--- src/rtl/ex_redirect_ctrl.sv ---
`default_nettype none
// +----------------------------------------------------------------------------+
// | ex_redirect_ctrl: EX-stage redirect/halt FSM with stall and flush merging.  |
// | Optional redirect counter enabled by EX_REDIRECT_PERF_EN.  Rev 1.0          |
// +----------------------------------------------------------------------------+
module ex_redirect_ctrl #(
    parameter int FLUSH_CYCLES = 2,
    parameter int PC_W         = 16
) (
    input  logic            clk,
    input  logic            rst_n,
    input  logic            ex_valid,
    input  logic            ex_redirect,
    input  logic [PC_W-1:0] ex_target,
    input  logic            ex_halt,
    input  logic            lu_hazard,
    input  logic            mem_busy,
    output logic            pc_load,
    output logic [PC_W-1:0] pc_target,
    output logic            pc_stall,
    output logic            if_id_stall,
    output logic            if_id_flush,
    output logic            id_ex_stall,
    output logic            id_ex_flush,
    output logic            ex_mem_stall,
    output logic            halted,
    output logic [15:0]     redirect_cnt
);

    localparam logic [3:0] C_CNT_INIT = 4'(FLUSH_CYCLES - 1);

    typedef enum logic [1:0] {
        ST_RUN   = 2'd0,
        ST_FLUSH = 2'd1,
        ST_HALT  = 2'd2
    } state_t;

    state_t          state_q, state_d;
    logic [3:0]      cnt_q, cnt_d;
    logic [PC_W-1:0] target_q, target_d;
    logic            first_q, first_d;
`ifdef EX_REDIRECT_PERF_EN
    logic            redir_take;
    logic [15:0]     redirect_cnt_q, redirect_cnt_d;
`endif

    // mem_busy freezes every piece of state, so a pending pc_load survives the stall
    always_comb begin
        state_d  = state_q;
        cnt_d    = cnt_q;
        target_d = target_q;
        first_d  = first_q;
`ifdef EX_REDIRECT_PERF_EN
        redir_take = 1'b0;
`endif
        if (!mem_busy) begin
            case (state_q)
                ST_RUN: begin
                    if (ex_valid && ex_halt) begin
                        state_d = ST_HALT;
                    end else if (ex_valid && ex_redirect) begin
                        state_d  = ST_FLUSH;
                        target_d = ex_target;
                        cnt_d    = C_CNT_INIT;
                        first_d  = 1'b1;
`ifdef EX_REDIRECT_PERF_EN
                        redir_take = 1'b1;
`endif
                    end
                end
                ST_FLUSH: begin
                    first_d = 1'b0;
                    if (cnt_q == 4'd0) begin
                        state_d = ST_RUN;
                    end else begin
                        cnt_d = cnt_q - 4'd1;
                    end
                end
                ST_HALT: begin
                    state_d = ST_HALT;
                end
                default: begin
                    state_d = ST_RUN;
                end
            endcase
        end
    end

    always_ff @(posedge clk or negedge rst_n) begin
        if (!rst_n) begin
            state_q  <= ST_RUN;
            cnt_q    <= 4'd0;
            target_q <= '0;
            first_q  <= 1'b0;
        end else begin
            state_q  <= state_d;
            cnt_q    <= cnt_d;
            target_q <= target_d;
            first_q  <= first_d;
        end
    end

    // Stall outputs are combinational from inputs, so reset must gate them explicitly
    always_comb begin
        pc_load      = 1'b0;
        pc_target    = '0;
        pc_stall     = 1'b0;
        if_id_stall  = 1'b0;
        if_id_flush  = 1'b0;
        id_ex_stall  = 1'b0;
        id_ex_flush  = 1'b0;
        ex_mem_stall = 1'b0;
        halted       = 1'b0;
        if (rst_n) begin
            pc_target = target_q;
            halted    = (state_q == ST_HALT);
            if (mem_busy) begin
                pc_stall     = 1'b1;
                if_id_stall  = 1'b1;
                id_ex_stall  = 1'b1;
                ex_mem_stall = 1'b1;
            end else begin
                case (state_q)
                    ST_RUN: begin
                        if (lu_hazard) begin
                            pc_stall    = 1'b1;
                            if_id_stall = 1'b1;
                            id_ex_flush = 1'b1;
                        end
                    end
                    ST_FLUSH: begin
                        pc_load     = first_q;
                        if_id_flush = 1'b1;
                        id_ex_flush = 1'b1;
                    end
                    ST_HALT: begin
                        pc_stall    = 1'b1;
                        if_id_stall = 1'b1;
                    end
                    default: begin
                        pc_load = 1'b0;
                    end
                endcase
            end
        end
    end

`ifdef EX_REDIRECT_PERF_EN
    always_comb begin
        redirect_cnt_d = redirect_cnt_q;
        if (redir_take && (redirect_cnt_q != 16'hFFFF)) begin
            redirect_cnt_d = redirect_cnt_q + 16'd1;
        end
    end

    always_ff @(posedge clk or negedge rst_n) begin
        if (!rst_n) begin
            redirect_cnt_q <= 16'h0000;
        end else begin
            redirect_cnt_q <= redirect_cnt_d;
        end
    end

    assign redirect_cnt = rst_n ? redirect_cnt_q : 16'h0000;
`else
    assign redirect_cnt = 16'h0000;
`endif

endmodule
`default_nettype wire
--- config.mk ---
export PLATFORM = sky130hd
export DESIGN_NAME = ex_redirect_ctrl
export DESIGN_NICKNAME = d
export VERILOG_FILES = /design/src/rtl/ex_redirect_ctrl.sv
export SDC_FILE = /design/constraint.sdc
export NUM_CORES = 1
export LEC_CHECK = 0
export CAP_MARGIN = 0
export CORE_ASPECT_RATIO = 2
export CORE_UTILIZATION = 41
export CTS_BUF_LIST = sky130_fd_sc_hd__clkbuf_8 sky130_fd_sc_hd__clkbuf_16
export CTS_CLUSTER_DIAMETER = 200
export DETAILED_ROUTE_END_ITERATION = 8
export GPL_ROUTABILITY_DRIVEN = 0
export PLACE_DENSITY = 0.8
export SETUP_SLACK_MARGIN = 0.02
export SLEW_MARGIN = 20
export SYNTH_ARGS = -nofsm -noshare
export SYNTH_HDL_FRONTEND = slang
export SYNTH_SLANG_ARGS = --single-unit
--- constraint.sdc ---
create_clock -name clk -period 1.98 [get_ports clk]
set_input_delay 0.594 -clock clk [delete_from_list [all_inputs] [get_ports clk]]
set_output_delay 0.594 -clock clk [all_outputs]
set_load 0.02 [all_outputs]
==> flow_summary.json <==
{
  "status": "finished, final reports clean",
  "synth.avg_cell_area_sq_um": 11.3,
  "htreeDepth": 1,
  "worst_setup_path_start_kind": "input pin",
  "yosys-top-cells-count": "dfrtp_1 (23), buf_4 (19), and2_1 (18)",
  "yosys.area.top_type": "dfrtp_1",
  "syn_to_final_growth_pct": 42.8,
  "power_frac_clock_pct": 14.6,
  "dp_hpwl_um": 2260,
  "layout_min_cycle_time_ps": 1910,
  "port_buffers": 46,
  "yosys.area.top_type_share_pct": 42.0,
  "mappedNetlistArea_sq_um": 1370,
  "overflow": 0,
  "placedCellCount": 200,
  "post-place-ws_ps": -760,
  "vdd_drop_max_v": 0.000700,
  "drive_gt1_share_pct": 39.2,
  "ant_nets": 0,
  "critical_path.endpoint_type": "output pin",
  "grt_pass1_wl_um": 5200,
  "maxCapViolations": 0,
  "crit_arrival_ps": 1320,
  "p_comb_share_pct": 45.6,
  "yosys_warnings": 0,
  "wl_per_cell_um": 15.3,
  "vias": 1063,
  "clk-insertion-delay-late_ps": 270,
  "dpl_cell_area_sq_um": 1840,
  "synth-compound-area-share_pct": 7.77,
  "grt_pass1_vias": 1106,
  "timing_worst_setup_path_type": "in -> out",
  "yosysMostFrequentCell": "dfrtp_1",
  "yosysSeqAreaShare_pct": 42.0,
  "switching_share_pct": 34.2,
  "antenna_found_initial": 0,
  "min_period_over_period_pct": 96.7,
  "synthFlopType": "dfrtp_1",
  "fin_cells": 207,
  "setup_tns_ps": 0,
  "synth_cell_type_count": 33,
  "final_hold_viol_count": 0,
  "cts_root_buf": "clkbuf_8",
  "synth_area_leaders": "dfrtp_1 (42%), buf_4 (10%), mux2_4 (8.8%)",
  "rr_worst_depth": 5,
  "tritoncts": "yes",
  "synth_edf_count": 0,
  "grt_max_degree": 19,
  "cts.clk_slew.worst_paths_ps": 80,
  "cts.sinks": 23,
  "row_count": 29,
  "synth-xor-area-share_pct": 0,
  "synth_simple_gate_area_share_pct": 18.7,
  "routed_wl_um": 3170,
  "worst_clock_skew_ps": 4.19,
  "fin_nets": 202,
  "rsz0062_at_grt": "yes",
  "p_int_mw": 1.31,
  "seq_power_share_pct": 39.8,
  "synthAdderAreaFrac_pct": 1.83,
  "postCtsHoldBufs": 0,
  "final-setup-viol-count": 0,
  "die_w_um": 42.9,
  "cts-buffers-inserted": 3,
  "final_area_sq_um": 1950,
  "track_usage_pct": 19.1,
  "initial_core_util_pct": 43.4,
  "synth_top_family_by_area": "simple AND/OR/NAND/NOR gates",
  "p_switching_mw": 0.681,
  "cts_buffer_depth": 2,
  "ys_ff_latch": 23,
  "core-area_sq_um": 3160,
  "p_per_area_nw_per_um2": 1020,
  "post_drt_via_cell_ratio": 5.14,
  "synth_cells": 121,
  "firstDrtPassIters": 4,
  "diodes": 0,
  "drt_iter0_drc": 39,
  "nFillCells": 269,
  "path_max_fanout": 6,
  "drc": 0,
  "p_leak_nw": 0.939,
  "finalWorstSetupSlack_ps": 65.9,
  "holdWs_ps": 284,
  "ios": 63,
  "synthArstFlopShare_pct": 100,
  "hp-class": "in -> async",
  "synthMuxAreaShare_pct": 15.4,
  "fmax_mhz": 522,
  "chipHeight_um": 83.7,
  "die_area_sq_um": 3590,
  "critical_path_required_ps": 1390,
  "drv_slew": 0
}
==> power groups by stage <==
stage                     clock network (mW)  registers (mW)  logic, mW
final                                  0.291           0.793      0.907
after CTS                              0.294           0.790      0.881
after detailed placement                   0           0.797      0.893
after floorplan                            0           0.757      0.607
after global routing                   0.316           0.816      0.975
after global placement                     0           0.782      0.869
==> per-stage QoR <==
| step | util, % | power [mW] |
|---|---|---|
| final | 61.9 | 1.99 |
| after global routing | 61.9 | 2.11 |
| after CTS | 60.9 | 1.96 |
| after detailed placement | 58.3 | 1.69 |
| after global placement | 58.3 | 1.65 |
| after floorplan | - | 1.36 |
==> repair_timing <==
item / 4_1_cts / 5_1_grt
buffers inserted: 0 / 2
gates cloned: 1 / 0
endpoints found under the setup margin: 24 / 6
pin swaps: 4 / 3
gates resized for setup: 95 / 8
==> path summary, 6_finish.rpt <==
| kind | slack [ps] | from | end |
|---|---|---|---|
| min in group clk | 510 | target_q[11] | target_q[11] |
| max in group asynchronous | 1440 | rst_n | target_q[5] |
| worst max-delay path | 70 | mem_busy | pc_stall |
| worst max register to register | 220 | cnt_q[0] | cnt_q[0] |
| worst min-delay path | 280 | rst_n | target_q[9] |
| worst min register to register | 510 | target_q[11] | target_q[11] |
==> registers in the layout (all words and copies together), names as in the netlist <==
signal    cells
target_q     16
cnt_q         4
state_q       2
first_q       1
==> area by class of cell <==
cell class / count / area (sq um) / area share (%)
Inverter: 5 / 18.8 / 0.960
Sequential cell: 23 / 576 / 29.4
Tap cell: 31 / 38.8 / 1.98
Multi-Input combinational cell: 85 / 671 / 34.3
Timing Repair Buffer: 59 / 606 / 31.0
Clock inverter: 1 / 3.75 / 0.192
Clock buffer: 3 / 41.3 / 2.11
==> cells in the final DEF (no fill, tap or decap), types with 3 or more instances in the layout <==
cell type,synthesis,routed
clkdlybuf4s50_1,0,19
mux2_2,8,8
o21a_1,4,4
clkdlybuf4s15_2,0,17
dfrtp_1,23,23
buf_4,19,10
mux2_4,8,8
inv_1,5,6
buf_6,2,6
clkbuf_8,0,3
buf_2,0,3
conb_1,1,16
and2_1,18,17
==> critical path, cell delays in order <==
cell and delay (ps):
clkdlybuf4s15_1 190, buf_4 170, o21a_1 220, buf_6 140
==> layer usage <==
metal | wire length (um) | track usage (%) | vias up
met2 | 1770 | 33.6 | 51
met3 | 190 | 4.33 | 7
li1 | - | - | 491
met4 | 63 | 8.24 | 0
met5 | 0 | 0 | -
met1 | 1150 | 21.0 | 514
==> kinds of logic (layout without fill, tap and decap cells) <==
family | Yosys count | in the layout
AND/OR/NAND/NOR | 37 | 37
buffers and inverters | 28 | 68
flip-flops | 23 | 23
multiplexers | 16 | 16
AO/OA/AOI/OAI | 14 | 14
adder cells (fa/ha/maj) | 2 | 2
other | 1 | 16
(Power assumes the default switching activity.)
